$ cat config.mk
export PLATFORM = sky130hd
export DESIGN_NAME = pc_gen_ras
export DESIGN_NICKNAME = d
export VERILOG_FILES = /design/src/rtl/pc_gen_ras.sv
export SDC_FILE = /design/constraint.sdc
export NUM_CORES = 1
export LEC_CHECK = 0
export BUFFER_PORTS_ARGS = -buffer_cell sky130_fd_sc_hd__buf_2
export CORE_ASPECT_RATIO = 1.2
export CORE_UTILIZATION = 30
export DETAILED_ROUTE_END_ITERATION = 6
export PLACE_DENSITY = 0.58
export RECOVER_POWER = 50
export SKIP_CTS_REPAIR_TIMING = 1
export SYNTH_ARGS = -nofsm -noshare
export SYNTH_HDL_FRONTEND = slang
export SYNTH_SLANG_ARGS = --single-unit
$ cat constraint.sdc
create_clock -name clk -period 5.24 [get_ports clk]
set_input_delay 0.262 -clock clk [delete_from_list [all_inputs] [get_ports clk]]
set_output_delay 0.262 -clock clk [all_outputs]
set_load 0.03 [all_outputs]
$ cat src/rtl/pc_gen_ras.sv
// pc_gen_ras: next-PC generator with a circular return-address stack (RAS).
// Define PC_GEN_RAS_STATS_EN to add RAS hit/miss prediction counters.
module pc_gen_ras #(
   parameter logic [31:0] RESET_PC  = 32'hBFC0_0000,
   parameter int unsigned RAS_DEPTH = 8
) (
   input  logic        clk,
   input  logic        rst,
   input  logic        stall_i,
   input  logic        redirect_i,
   input  logic [31:0] redirect_pc_i,
   input  logic [1:0]  npc_op_i,
   input  logic [25:0] imm_i,
   input  logic [31:0] rf_i,
   input  logic        call_i,
   input  logic        ret_i,
   output logic [31:0] pc_o,
   output logic [31:0] npc_o,
   output logic [31:0] ras_top_o,
   output logic        ras_valid_o
`ifdef PC_GEN_RAS_STATS_EN
   ,
   output logic [31:0] ras_hit_cnt_o,
   output logic [31:0] ras_miss_cnt_o
`endif
);

   localparam int unsigned PTR_W = (RAS_DEPTH > 1) ? $clog2(RAS_DEPTH) : 1;
   localparam int unsigned CNT_W = PTR_W + 1;

   localparam logic [1:0] OP_NORMAL = 2'b00;
   localparam logic [1:0] OP_BRANCH = 2'b01;
   localparam logic [1:0] OP_JUMP   = 2'b10;
   localparam logic [1:0] OP_RF     = 2'b11;

   logic [31:0]      pc_q, pc_d;
   logic [PTR_W-1:0] ptr_q, ptr_d;
   logic [CNT_W-1:0] cnt_q, cnt_d;
   logic [31:0]      ras_mem_q [RAS_DEPTH];

   logic [31:0]      pc_plus4, pc_plus8, br_off, npc_c;
   logic [PTR_W-1:0] top_idx;
   logic             ras_empty, ras_full;
   logic             advance, ras_en, push, pop_req, pop;
   logic             ras_we;
   logic [PTR_W-1:0] ras_widx;
   logic [31:0]      ras_wdata;

   assign pc_plus4  = pc_q + 32'd4;
   assign pc_plus8  = pc_q + 32'd8;
   assign br_off    = {{14{imm_i[15]}}, imm_i[15:0], 2'b00};
   assign top_idx   = ptr_q - PTR_W'(1);
   assign ras_empty = (cnt_q == '0);
   assign ras_full  = (cnt_q == CNT_W'(RAS_DEPTH));

   // Redirect overrides stall; RAS only moves on a normally advancing cycle.
   assign advance = redirect_i | ~stall_i;
   assign ras_en  = ~stall_i & ~redirect_i;
   assign push    = ras_en & call_i;
   assign pop_req = ras_en & ret_i & (npc_op_i == OP_RF);
   assign pop     = pop_req & ~ras_empty;

   // Next-PC select
   always_comb begin
      npc_c = pc_plus4;
      if (redirect_i) begin
         npc_c = redirect_pc_i;
      end else begin
         case (npc_op_i)
            OP_NORMAL: npc_c = pc_plus4;
            OP_BRANCH: npc_c = pc_plus4 + br_off;
            OP_JUMP:   npc_c = {pc_plus4[31:28], imm_i, 2'b00};
            OP_RF:     npc_c = rf_i & 32'hFFFF_FFFC;
            default:   npc_c = pc_plus4;
         endcase
      end
   end

   assign pc_d = advance ? npc_c : pc_q;

   // RAS pointer/count update; a push+pop on a live stack rewrites the top in place.
   always_comb begin
      ptr_d     = ptr_q;
      cnt_d     = cnt_q;
      ras_we    = 1'b0;
      ras_widx  = ptr_q;
      ras_wdata = pc_plus8;
      if (push && pop) begin
         ras_we   = 1'b1;
         ras_widx = top_idx;
      end else if (push) begin
         ras_we   = 1'b1;
         ras_widx = ptr_q;
         ptr_d    = ptr_q + PTR_W'(1);
         cnt_d    = ras_full ? cnt_q : cnt_q + CNT_W'(1);
      end else if (pop) begin
         ptr_d = ptr_q - PTR_W'(1);
         cnt_d = cnt_q - CNT_W'(1);
      end
   end

   always_ff @(posedge clk) begin
      if (rst) begin
         pc_q  <= RESET_PC;
         ptr_q <= '0;
         cnt_q <= '0;
      end else begin
         pc_q  <= pc_d;
         ptr_q <= ptr_d;
         cnt_q <= cnt_d;
      end
   end

   // Entry storage is left unreset; it is masked while the count is zero.
   always_ff @(posedge clk) begin
      if (ras_we) begin
         ras_mem_q[ras_widx] <= ras_wdata;
      end
   end

   assign pc_o        = pc_q;
   assign npc_o       = npc_c;
   assign ras_valid_o = ~ras_empty;
   assign ras_top_o   = ras_empty ? 32'd0 : ras_mem_q[top_idx];

`ifdef PC_GEN_RAS_STATS_EN
   logic [31:0] hit_q, hit_d, miss_q, miss_d;

   // Score every qualifying return against the predicted target (empty counts as miss).
   always_comb begin
      hit_d  = hit_q;
      miss_d = miss_q;
      if (pop_req) begin
         if (!ras_empty && (rf_i[31:2] == ras_top_o[31:2])) begin
            hit_d = hit_q + 32'd1;
         end else begin
            miss_d = miss_q + 32'd1;
         end
      end
   end

   always_ff @(posedge clk) begin
      if (rst) begin
         hit_q  <= '0;
         miss_q <= '0;
      end else begin
         hit_q  <= hit_d;
         miss_q <= miss_d;
      end
   end

   assign ras_hit_cnt_o  = hit_q;
   assign ras_miss_cnt_o = miss_q;
`endif

endmodule

### Word level (Yosys, flattened, before mapping)

Memories as Yosys holds them, arrays and structs flattened.
Index checks and enable logic that the tools add are counted.

| word-level totals | value |
|---|---|
| memories kept | 1 |
| flip-flop bits (word level) | 39 |
| output and inout bits | 97 |
| RAM bits | 256 |
| word-level logic and storage cells | 45 |
| input bits | 98 |

| cells by class | value |
|---|---|
| equal/unequal tests | 5 |
| bitwise operators | 10 |
| reductions and logical operators | 6 |
| mux-type cells | 13 |
| add/sub/neg operators | 7 |

Memory list:

| memory | depth | width | read ports | clocked after memory_dff | write ports | RTL line | source |
|---|---|---|---|---|---|---|---|
| ras_mem_q | 8 | 32 | 1 | 0 | 1 | 39 | `logic [31:0] ras_mem_q [RAS_DEPTH];` |

Operators with widths:

| cell | count |
|---|---|
| one-hot mux 32 bit (4 select lines) | 1 |
| two-way mux 32 bit | 2 |
| adder 32 x 3 -> 32 bit, second input constant | 1 |
| adder 32 bit | 1 |
| adder 32 x 4 -> 32 bit, second input constant | 1 |
| two-way mux 4 bit | 3 |
| two-way mux 3 bit | 3 |
| AND 1 bit | 5 |
| adder 4 x 1 -> 4 bit, second input constant | 1 |
| equality test 2 bit, second input constant | 2 |
| equality test 4 bit, second input constant | 1 |
| logical NOT 4 bit | 1 |
| two-way mux 1 bit | 4 |
| inverter 1 bit | 4 |
| subtractor 4 x 1 -> 4 bit, second input constant | 1 |
| adder 3 x 1 -> 3 bit, second input constant | 1 |
| AND reduction 3 bit | 1 |
| subtractor 3 x 1 -> 3 bit, second input constant | 1 |
| equality test 2 x 1 -> 1 bit, second input constant | 1 |
| logical NOT 2 bit | 1 |
| != test 2 bit, second input constant | 1 |
| AND reduction 2 bit | 1 |
| nonzero test 2 bit | 1 |
| logical AND 1 bit | 1 |
| bitwise OR 1 bit | 1 |

### Depth between registers and ports, before layout

Gate-level depths: netlist of the first run.

| depth | value |
|---|---|
| word-level depth | 9 |
| gate-level depth with buffers | 17 |
| mapped depth without buffers | 17 |

### Least setup slack after synthesis of the first run

Ideal clock, no wire load.

| path | value |
|---|---|
| kind | flip-flop to output port |
| start point | register pc_q[4] (netlist: pc_o[4]) |
| end point | output port npc_o[26] |
| path buffers | 0 |
| setup slack | 0.757 ns |
| arrival time | 4.221 ns |
| required time | 4.978 ns |
| cell stages (with the launch flop) | 16 |
| cells stage by stage | dfxtp_1 > ha_1 > nand3_4 > nor4_2 > nand2_1 > or2_1 > xnor2_1 > ha_1 > a21oi_1 > o21ai_1 > a221o_1 > a311oi_1 > o41ai_2 > xor2_1 > mux4_2 > mux2_2 |

| between the ends | value |
|---|---|
| word-level cells in the longest chain between the ends | 4 |

RTL lines:

| what | RTL line | source |
|---|---|---|
| start, declared | 36 | `logic [31:0] pc_q, pc_d;` |
| start signal, assigned | 108 | `pc_q <= pc_d;` |
| adder 32 x 3 -> 32 bit (*) | 49 | `assign pc_plus4 = pc_q + 32'd4;` |
| adder 32 bit | 71 | `OP_BRANCH: npc_c = pc_plus4 + br_off;` |
| one-hot mux 32 bit (4 select lines) (*) | 69 | `case (npc_op_i)` |
| two-way mux 32 bit (*) | 66 | `if (redirect_i) begin` |
| end, declared | 18 | `output logic [31:0] npc_o,` |

Every way passes the cells marked *; elsewhere a longest branch is shown, timed or not.

### Worst setup path after layout of the first run

Ends and elaborated chain as after synthesis.

==> summary.md, run 1 <==
| Metric | Value |
|---|---|
| Status | finished, violations left |
| Failing checks | negative hold slack |
| First-pass GRT wire length | 65.71 mm |
| Nets | 1553 |
| RSZ-0062 raised after global routing | false |
| Worst Setup SP | pc_o[4]$_SDFFE_PP0P_ |
| Remaining antenna violation count | 0 |
| Area grow syn2layout | 18.22% |
| Post-synth cell types | 76 |
| Cell Count, Final, Fillers Out | 2078 |
| Die height | 250.0 um |
| Initial DRC count | 593 |
| Synth area leaders | edfxtp_1 (50%), mux4_2 (11%), dfxtp_1 (5.1%) |
| Clock skew | 8.910 ps |
| Via count of the first global-routing pass | 10780 |
| Fill cells | 4934 |
| Max_slew headroom | 7.371% |
| Post-synth EDFFs | 256 |
| Buffers on Ports | 192 |
| DRC viols | 0 |
| Area of the core | 0.05045 sq mm |
| CTS Buf Count | 29 |
| Row count | 90 |
| Clock buffer depth | 3 |
| R2R Setup Slk | 1130 ps |
| Clk sinks | 295 |
| Register area share after synthesis | 55.08% |
| Worst skew pair latency | 570 ps |
| Post-synthesis register bit count | 295 |
| Maximum clock frequency | 198.6 MHz |
| Placed Cells | 2015 |
| DR vias | 10720 |
| HP Class | input port to register |
| Initial DRT Pass Iterations | 5 |
| Peak VDD IR | 0.2442 mV |
| Setup violations, final | 0 |
| WL/cell | 20.96 um |
| Pwr dens | 326.0 mW/mm^2 |
| Req. time, crit path | 4980 ps |
| Die Wd | 208.7 um |
| Tot Pwr | 5.926 mW |
| R2r startpoint | pc_o[3]$_SDFFE_PP0P_ |
| Gr usage total | 16.47% |
| Vias per cell | 5.158 |
| Crit share post-route | 96.08% |
| Reg-to-Reg End | pc_o[25]$_SDFFE_PP1P_ |
| CP Class | register to primary output |
| TNS Setup | 0 ps |
| RD Place Congestion | 0.8853 |
| Yosys warns | 0 |
| Initial antenna violation count | 1 |
| Synth area leader | edfxtp_1 |
| Drt total wl | 43.56 mm |
| Post-Syn Area | 0.01537 sq mm |
| Starting Density | 30.48% |
| Share of layout cells above drive strength 1 | 25.33% |
| Post-Route Utilization | 36.03% |
| CTS tree | built |
| CP endpoint kind | primary output |
| Synthesized instance count | 1221 |
| H-tree depth | 1 |
| Async set-reset flop share out of synthesis | 0% |
| Largest net degree at the start of global routing | 53 |
| Max-Cap Viols | 0 |
| CP startpoint kind | register |
| Post-synth top area share | 50.00% |
| Most common cell in the netlist | edfxtp_1 |
| Post-Synthesis Net Count | 1362 |
| Crit Path Max Fanout | 7 |
| Hold Vio Cnt, Final | 1 |
| CTS Root Cell | clkbuf_16 |
| Detailed Place HPWL | 30.69 mm |
| Min Hold Slack | -13.35 ps |
| IO Pins | 195 |
| Die ar. | 0.05216 sq mm |
| Syn Area/Cell | 12.59 sq um |
| Worst-path clk slew | 60 ps |
| Grt ovf | 0 |
| Commonest cells in the netlist | edfxtp_1 (256), nand2_1 (172), a21oi_1 (82) |
| Pleak | 6.568 nW |
| Max Slew Vio Count | 0 |
| Minimum clock period | 5035 ps |
| R2R depth | 16 |
| Most used DFF post-synth | edfxtp_1 |
| Hold Path End | pc_o[19]$_SDFFE_PP0P_ |
| Hold path cells | 3 |
| Critical Path AT | 4770 ps |
| Slew @ Worst Pin | 1389 ps |
| Hold Crit Start | redirect_pc_i[19] |
[layer usage]
| metal | vias up | track usage, % | wire, um |
|---|---|---|---|
| li1 | 4980 | - | - |
| met1 | 5315 | 21.32 | 18570 |
| met2 | 368 | 29.04 | 21810 |
| met3 | 56 | 2.164 | 2280 |
| met4 | 0 | 3.866 | 896 |
| met5 | - | 0 | 0 |
[layout by cell type, fill, tap and decap left out, types with 26 or more instances in the layout]
cell type and instances:
edfxtp_1 256, nand2_1 171, buf_2 156, a21oi_1 82
mux4_2 77, nor2_1 73, xnor2_1 48, clkbuf_1 42
ha_1 39, xor2_1 37, o21ai_0 33, dfxtp_1 33
clkbuf_16 29, buf_4 29, inv_1 26
[through the flow]
step | area (sq um) | setup WS, ps | hold WS [ps]
CTS | 18060 | -179.4 | -53.36
finish | 18180 | 205.2 | -13.35
detailed placement | 17160 | 471.0 | 547.7
global placement | 17160 | 513.8 | 532.7
floorplan | 15370 | 757.1 | 406.5
global route | 18180 | 7.112 | 3.365
[cell families after synthesis]
logic type / count (synthesis) / share of synthesized area, %
AO/OA/AOI/OAI: 212 / 8.911
XOR/XNOR: 90 / 5.127
adder cells (fa/ha/maj): 43 / 3.597
buffers and inverters: 100 / 2.620
flip-flops: 295 / 55.08
multiplexers: 111 / 13.64
AND/OR/NAND/NOR: 370 / 11.03
[critical path, cell delays in order, from the launching register on]
cell and delay, ps:
dfxtp_2 410, ha_4 190, nand3_4 130, nor4_4 330, nand2_1 130, or2_1 240, xnor2_1 150, ha_1 380
a21oi_1 170, o21ai_1 130, a221o_1 360, a311oi_2 340, o41ai_2 140, xor2_1 180, mux4_2 480, mux2_2 270
buf_2 180
[worst max-delay path by stage]
| stage | endpoint | cells after the start |
|---|---|---|
| floorplan | npc_o[26] | 15 |
| detailed placement | npc_o[26] | 15 |
| finish | npc_o[26] | 16 |
| global placement | npc_o[26] | 15 |
| CTS | npc_o[26] | 15 |
| global route | npc_o[26] | 16 |
[final cells by class]
type | count | area (sq um) | area share [%]
flip-flops and latches | 295 | 8481 | 46.66
repair buffers | 233 | 1262 | 6.946
inverters | 27 | 101.3 | 0.5576
clock inverters | 20 | 170.2 | 0.9362
well taps | 644 | 805.8 | 4.433
multi-input cells | 826 | 6616 | 36.40
clock buffers | 32 | 737.0 | 4.055
diodes | 1 | 2.502 | 0.01377
[registers in the layout, summed over array words and instances, names as in the netlist]
| signal | flops |
|---|---|
| cnt_q | 4 |
| pc_o | 32 |
| ptr_q | 3 |
| ras_mem_q | 256 |
[power breakdown]
part	leakage, nW	internal [mW]	switching [mW]
sequential	2.66	2.61	0.0659
combinational	3.47	0.441	0.802
clock	0.438	1.12	0.886
total	6.57	4.17	1.75
Note: power is estimated with default switching activity, not from simulation.
==> inputs of run 2 (changes only) <==
--- a/config.mk
+++ b/config.mk
@@ -6,6 +6,7 @@
 export NUM_CORES = 1
 export LEC_CHECK = 0
 export BUFFER_PORTS_ARGS = -buffer_cell sky130_fd_sc_hd__buf_2
+export CAP_MARGIN = 10
 export CORE_ASPECT_RATIO = 1.2
 export CORE_UTILIZATION = 30
 export DETAILED_ROUTE_END_ITERATION = 6
==> constraint.sdc (replaced) <==
create_clock -name clk -period 5.6 [get_ports clk]
set_input_delay 0.28 -clock clk [delete_from_list [all_inputs] [get_ports clk]]
set_output_delay 0.28 -clock clk [all_outputs]
set_load 0.03 [all_outputs]
==> run 2 against run 1 <==
  * The flow still finishes with violations (negative hold slack)
  * Register-to-register slack improved by 40 ps
  * Sequential power shrank 6%
  * Utilization shrank 0.14 points
  * Cell area decreased by 0.40%
  * Via count down 1.2%
  * Power decreased by 5.0%
  * Global-route usage hardly changed
  * Combinational power shrank 7%
  * Non-clock buffer count decreased by 16
  * Die area unchanged
==> summary.md, run 2 (synthesis results as in run 1) <==
| Metric | Value |
|---|---|
| CP Class | register to primary output (unchanged) |
| Max FFs per register | 256 (unchanged) |
| Remaining antenna violation count | 0 (unchanged) |
| Largest net degree at the start of global routing | 53 (unchanged) |
| Status | finished, violations left (unchanged) |
| Post-route cell area | 0.01810 sq mm (was 0.01818 sq mm) |
| TNS Setup | 0 ps (unchanged) |
| CP startpoint kind | register (unchanged) |
| Crit Path Max Fanout | 7 (unchanged) |
| Drt total wl | 43.11 mm (was 43.56 mm) |
| Detailed Place HPWL | 30.20 mm (was 30.69 mm) |
| Hold Path End | pc_o[12]$_SDFFE_PP0P_ (was pc_o[19]$_SDFFE_PP0P_) |
| Die Wd | 208.7 um (unchanged) |
| CTS tree | built (unchanged) |
| RD Place Congestion | 0.8682 (was 0.8853) |
| Via count of the first global-routing pass | 10860 (was 10780) |
| Area of the core | 0.05045 sq mm (unchanged) |
| Slew @ Worst Pin | 1147 ps (was 1389 ps) |
| Maximum clock frequency | 185.8 MHz |
| Hold path cells | 3 (unchanged) |
| Share of layout cells above drive strength 1 | 27.16% (was 25.33%) |
| R2r startpoint | pc_o[3]$_SDFFE_PP0P_ (unchanged) |
| IO Pins | 195 (unchanged) |
| Req. time, crit path | 5320 ps (was 4980 ps) |
| Area grow syn2layout | 17.75% (was 18.22%) |
| Final worst setup slack | 217.3 ps (was 205.2 ps) |
| DRC viols | 0 (unchanged) |
| Placed Instance Area | 0.01709 sq mm (was 0.01716 sq mm) |
| Starting Density | 30.48% (unchanged) |
| Worst skew pair latency | 560 ps (was 570 ps) |
| Worst-path clk slew | 60 ps (about the same) |
| H-tree depth | 1 (unchanged) |
| HP Class | input port to register (unchanged) |
| Grt ovf | 0 (unchanged) |
| WL/cell | 20.86 um (was 20.96 um) |
| Commonest non-fill, non-tap cell in the layout | edfxtp_1 (unchanged) |
| Pleak | 6.623 nW (was 6.568 nW) |
| Clock buffer depth | 3 (unchanged) |
| Cell Count, Final, Fillers Out | 2066 (was 2078) |
| Nets | 1538 (was 1553) |
| Place WS | 651.0 ps (was 471.0 ps) |
| Setup violations, final | 0 (unchanged) |
| Initial antenna violation count | 1 (unchanged) |
| Gr usage total | 16.50% (was 16.47%) |
| Register bank with the most flops | ras_mem_q (unchanged) |
| Peak VDD IR | 0.2310 mV (was 0.2442 mV) |
| Row count | 90 (unchanged) |
| Max_slew headroom | 23.40% (was 7.371%) |
| Buffers on Ports | 192 (unchanged) |
| Max Slew Vio Count | 0 (unchanged) |
| Crit share post-route | 96.12% |
| Hold Vio Cnt, Final | 1 (unchanged) |
| DR vias | 10590 (was 10720) |
| Critical Path AT | 5100 ps (was 4770 ps) |
| R2R depth | 14 (was 16) |
| Die height | 250.0 um (unchanged) |
| Clk sinks | 295 (unchanged) |
| Reg-to-Reg End | pc_o[26]$_SDFFE_PP1P_ (was pc_o[25]$_SDFFE_PP1P_) |
| Initial DRC count | 789 (was 593) |
| Clock skew | 8.963 ps (was 8.910 ps) |
| Initial DRT Pass Iterations | 5 (unchanged) |
| CTS Buf Count | 30 (was 29) |
| Minimum clock period | 5383 ps |
| Failing checks | negative hold slack (unchanged) |
| Min Hold Slack | -1.301 ps (was -13.35 ps) |
| Hold Crit Start | redirect_pc_i[12] (was redirect_pc_i[19]) |
| Pwr dens | 311.0 mW/mm^2 (was 326.0 mW/mm^2) |
| R2R Setup Slk | 1170 ps (was 1130 ps) |
| First-pass GRT wire length | 66.26 mm (was 65.71 mm) |
| Placed Cells | 2007 (was 2015) |
| CP endpoint kind | primary output (unchanged) |
| CTS Root Cell | clkbuf_16 (unchanged) |
| Die ar. | 0.05216 sq mm (unchanged) |
| Vias per cell | 5.127 (was 5.158) |
| Most frequent cells in the layout | edfxtp_1 (256), buf_2 (192), nand2_1 (172) (was edfxtp_1 (256), nand2_1 (171), buf_2 (156)) |
| Max-Cap Viols | 0 (unchanged) |
run 2: changes by cell type in the layout (fill, tap and decap cells not counted), moves of 5 or more:
cell      before  now
clkbuf_1      42   11
buf_4         29   22
dfxtp_1       33   38
buf_2        156  192
clkinv_1      10    1
run 2: final cells by class:
class / count / area [sq um]
fillers: 4937 / 32340
flip-flops and latches: 295 / 8472
multi-input cells: 826 / 6573
repair buffers: 217 / 1176
clock buffers: 46 / 872.1
well taps: 644 / 805.8
clock inverters: 10 / 101.3
inverters: 27 / 101.3
diodes: 1 / 2.502
run 2: worst max path at each step:
stage | startpoint | cells past startpoint | endpoint
5_1_grt | pc_o[3]$_SDFFE_PP0P_ | 15 | npc_o[26]
3_5_place_dp | pc_o[3]$_SDFFE_PP0P_ | 16 | npc_o[26]
4_1_cts | pc_o[3]$_SDFFE_PP0P_ | 16 | npc_o[26]
2_1_floorplan | pc_o[4]$_SDFFE_PP0P_ | 15 | npc_o[26]
6_report | pc_o[3]$_SDFFE_PP0P_ | 15 | npc_o[26]
3_3_place_gp | pc_o[4]$_SDFFE_PP0P_ | 16 | npc_o[26]
run 2: critical path, stage by stage, from the launching register on:
cell and delay (ps):
dfxtp_1 480, ha_1 250, and3_1 210, nand3_1 290, nor3_4 420, nand2_1 110, xnor2_1 260, ha_1 330
and3_1 210, a221o_1 380, a311oi_2 320, o41ai_2 160, xor2_1 170, mux4_2 490, mux2_2 280, buf_2 180
run 2: where the power goes:
group	internal (mW)	total, mW	leakage (nW)	switching, mW
Combinational	0.409	1.15	3.50	0.738
Clock	1.13	1.97	0.469	0.846
Sequential	2.45	2.51	2.66	0.0638
Total	3.98	5.63	6.62	1.65
run 2: metal layers:
layer / up-vias / global-route usage, % / wire length [um]
li1: 4953 / - / -
met3: 61 / 2.466 / 2244
met4: 0 / 4.706 / 1139
met1: 5253 / 21.53 / 18490
met2: 325 / 28.29 / 21230
met5: - / 0 / 0
run 2: stage by stage:
stage | utilization [%] | total power [mW] | hold slack [ps]
after floorplan | - | 3.334 | 424.5
after global placement | 33.87 | 3.703 | 538.6
after detailed placement | 33.87 | 3.711 | 541.1
after CTS | 35.80 | 5.681 | -19.68
after global routing | 35.89 | 5.855 | 0.3738
final | 35.89 | 5.630 | -1.301
==> inputs of run 3 (changes only) <==
--- a/config.mk
+++ b/config.mk
@@ -7,10 +7,13 @@
 export LEC_CHECK = 0
 export BUFFER_PORTS_ARGS = -buffer_cell sky130_fd_sc_hd__buf_2
 export CAP_MARGIN = 10
+export CELL_PAD_IN_SITES_DETAIL_PLACEMENT = 0
+export CELL_PAD_IN_SITES_GLOBAL_PLACEMENT = 1
 export CORE_ASPECT_RATIO = 1.2
 export CORE_UTILIZATION = 30
 export DETAILED_ROUTE_END_ITERATION = 6
-export PLACE_DENSITY = 0.58
+export MAX_ROUTING_LAYER = met4
+export PLACE_DENSITY = 0.66
 export RECOVER_POWER = 50
 export SKIP_CTS_REPAIR_TIMING = 1
 export SYNTH_ARGS = -nofsm -noshare
==> run 3 against run 2 <==
  * Power barely moved
  * Utilization fell by 0.069 points
  * Count of clock-buffer cells in the layout fell by 11
  * Flip-flop and latch count did not move
  * Fmax rose by 1.2%
  * The flow finishes with violations (max-capacitance violations, max-slew violations)
  * Combinational power barely moved
  * Sequential share of layout area rose by 0.098 points
  * Critical path depth fell by 1
  * Die area did not move
  * Sequential power barely moved
  * Clock skew rose by 4.9 ps
==> summary.md, run 3 (synthesis results as in run 1) <==
| Metric | Value |
|---|---|
| Status | finished, violations left (unchanged) |
| Failing checks | max-capacitance violations, max-slew violations (was negative hold slack) |
| Vias per cell | 5.075 (was 5.127) |
| Max_slew headroom | -49.59% (was 23.40%) |
| Commonest non-fill, non-tap cell in the layout | edfxtp_1 (unchanged) |
| Grt ovf | 0 (unchanged) |
| Peak VDD IR | 0.2093 mV (was 0.2310 mV) |
| CP Class | register to primary output (unchanged) |
| Hold Vio Cnt, Final | 0 (was 1) |
| Pleak | 6.501 nW (was 6.623 nW) |
| Most frequent cells in the layout | edfxtp_1 (256), nand2_1 (172), buf_2 (157) (was edfxtp_1 (256), buf_2 (192), nand2_1 (172)) |
| RD Place Congestion | 0.8693 (was 0.8682) |
| Die ar. | 0.05216 sq mm (unchanged) |
| Initial DRT Pass Iterations | 5 (unchanged) |
| Clock buffer depth | 3 (unchanged) |
| CTS Root Cell | clkbuf_16 (unchanged) |
| Placed Cells | 2012 (was 2007) |
| Nets | 1539 (was 1538) |
| Share of layout cells above drive strength 1 | 24.58% (was 27.16%) |
| Crit share post-route | 94.94% (was 96.12%) |
| Buffers on Ports | 192 (unchanged) |
| Row count | 90 (unchanged) |
| Area of the core | 0.05045 sq mm (unchanged) |
| Initial antenna violation count | 2 (was 1) |
| Max-Cap Viols | 1 (was 0) |
| Critical Path AT | 5040 ps (was 5100 ps) |
| Worst-path clk slew | 70 ps (was 60 ps) |
| Max Slew Vio Count | 34 (was 0) |
| Post-Route Utilization | 35.82% (was 35.89%) |
| Via count of the first global-routing pass | 10560 (was 10860) |
| Register bank with the most flops | ras_mem_q (unchanged) |
| R2R depth | 10 (was 14) |
| First-pass GRT wire length | 65.52 mm (was 66.26 mm) |
| Hold path cells | 3 (unchanged) |
| Clock skew | 13.84 ps (was 8.963 ps) |
| Clk sinks | 295 (unchanged) |
| Die height | 250.0 um (unchanged) |
| Area grow syn2layout | 17.52% (was 17.75%) |
| CTS tree | built (unchanged) |
| Slew @ Worst Pin | 2244 ps (was 1147 ps) |
| DR vias | 10490 (was 10590) |
| IO Pins | 195 (unchanged) |
| Cell Count, Final, Fillers Out | 2066 (unchanged) |
| HP Class | input port to register (unchanged) |
| Largest net degree at the start of global routing | 55 (was 53) |
| Drt total wl | 43.72 mm (was 43.11 mm) |
| Max FFs per register | 256 (unchanged) |
| Minimum clock period | 5317 ps (was 5383 ps) |
| Die Wd | 208.7 um (unchanged) |
| CTS Buf Count | 28 (was 30) |
| CP startpoint kind | register (unchanged) |
| CP endpoint kind | primary output (unchanged) |
| Initial DRC count | 597 (was 789) |
| WL/cell | 21.16 um (was 20.86 um) |
| Maximum clock frequency | 188.1 MHz (was 185.8 MHz) |
| RSZ-0062 raised after global routing | false |
| H-tree depth | 1 (unchanged) |
| Starting Density | 30.48% (unchanged) |
| Req. time, crit path | 5320 ps (about the same) |
| Setup violations, final | 0 (unchanged) |
| Detailed Place HPWL | 31.07 mm (was 30.20 mm) |
| Crit Path Max Fanout | 9 (was 7) |
| Worst skew pair latency | 550 ps (was 560 ps) |
| Pwr dens | 311.6 mW/mm^2 (was 311.0 mW/mm^2) |
| Remaining antenna violation count | 0 (unchanged) |
| Gr usage total | 16.89% (was 16.50%) |
| DRC viols | 0 (unchanged) |
[run 3: cell count changes in the layout (fill, tap and decap cells not counted), sizes merged]
| cell | previous run | this run |
|---|---|---|
| clkbuf | 46 | 74 |
| diode | 1 | 2 |
| inv | 29 | 28 |
| dlygate4sd3 | 1 | 0 |
| buf | 216 | 181 |
| clkinv | 5 | 11 |
| bufinv | 1 | 3 |
[run 3: where the power goes]
group | leakage (nW) | switching [mW] | internal [mW]
registers | 2.66 | 0.0605 | 2.45
logic | 3.37 | 0.745 | 0.402
clock network | 0.475 | 0.840 | 1.14
total | 6.50 | 1.65 | 3.98
[run 3: final timing paths]
path	slack (ps)	endpoint	startpoint
max	280	npc_o[26]	pc_o[5]$_SDFFE_PP0P_
min	6	pc_o[9]$_SDFFE_PP0P_	redirect_pc_i[9]
min reg2reg	520	pc_o[3]$_SDFFE_PP0P_	pc_o[3]$_SDFFE_PP0P_
max reg2reg	750	ras_mem_q[6][9]$_DFFE_PP_	cnt_q[0]$_SDFFE_PP0P_
[run 3: final cells by class]
cell class | count | area [sq um]
clock buffers | 35 | 778.2
well taps | 644 | 805.8
flip-flops and latches | 295 | 8473
clock inverters | 17 | 196.4
diodes | 2 | 5.005
repair buffers | 220 | 1150
inverters | 27 | 101.3
fillers | 4948 | 32380
multi-input cells | 826 | 6559
[run 3: worst max-delay path, stage by stage (launching register included)]
cell      delay, ps
dfxtp_1         580
and3_1          270
nand3_1         160
nor3_2          520
nand2_1         130
xnor2_1         260
ha_1            360
and3_1          210
a221o_1         380
a311oi_2        310
o41ai_2         150
xor2_1          160
mux4_2          530
mux2_2          290
buf_2           180
[run 3: metrics by stage]
| stage | hold slack (ps) | setup slack (ps) | power [mW] | setup TNS (ps) | cell area [sq um] |
|---|---|---|---|---|---|
| after global placement | 534.4 | 617.1 | 3.706 | 0 | 17140 |
| after global routing | 0.4275 | 11.08 | 5.861 | 0 | 18070 |
| after detailed placement | 539.5 | 566.2 | 3.716 | 0 | 17140 |
| after CTS | -18.29 | -42.91 | 5.697 | -42.91 | 18110 |
| after floorplan | 424.5 | 1099 | 3.334 | 0 | 15370 |
| final | 6.008 | 283.2 | 5.630 | 0 | 18070 |
[run 3: per-layer routing]
metal | global-route usage, % | routed length (um) | share of wire (%)
met1 | 21.35 | 19070 | 44
met2 | 29.35 | 22160 | 51
met3 | 1.397 | 1672 | 3.8
met4 | 3.803 | 807 | 1.8
met5 | - | 0 | 0
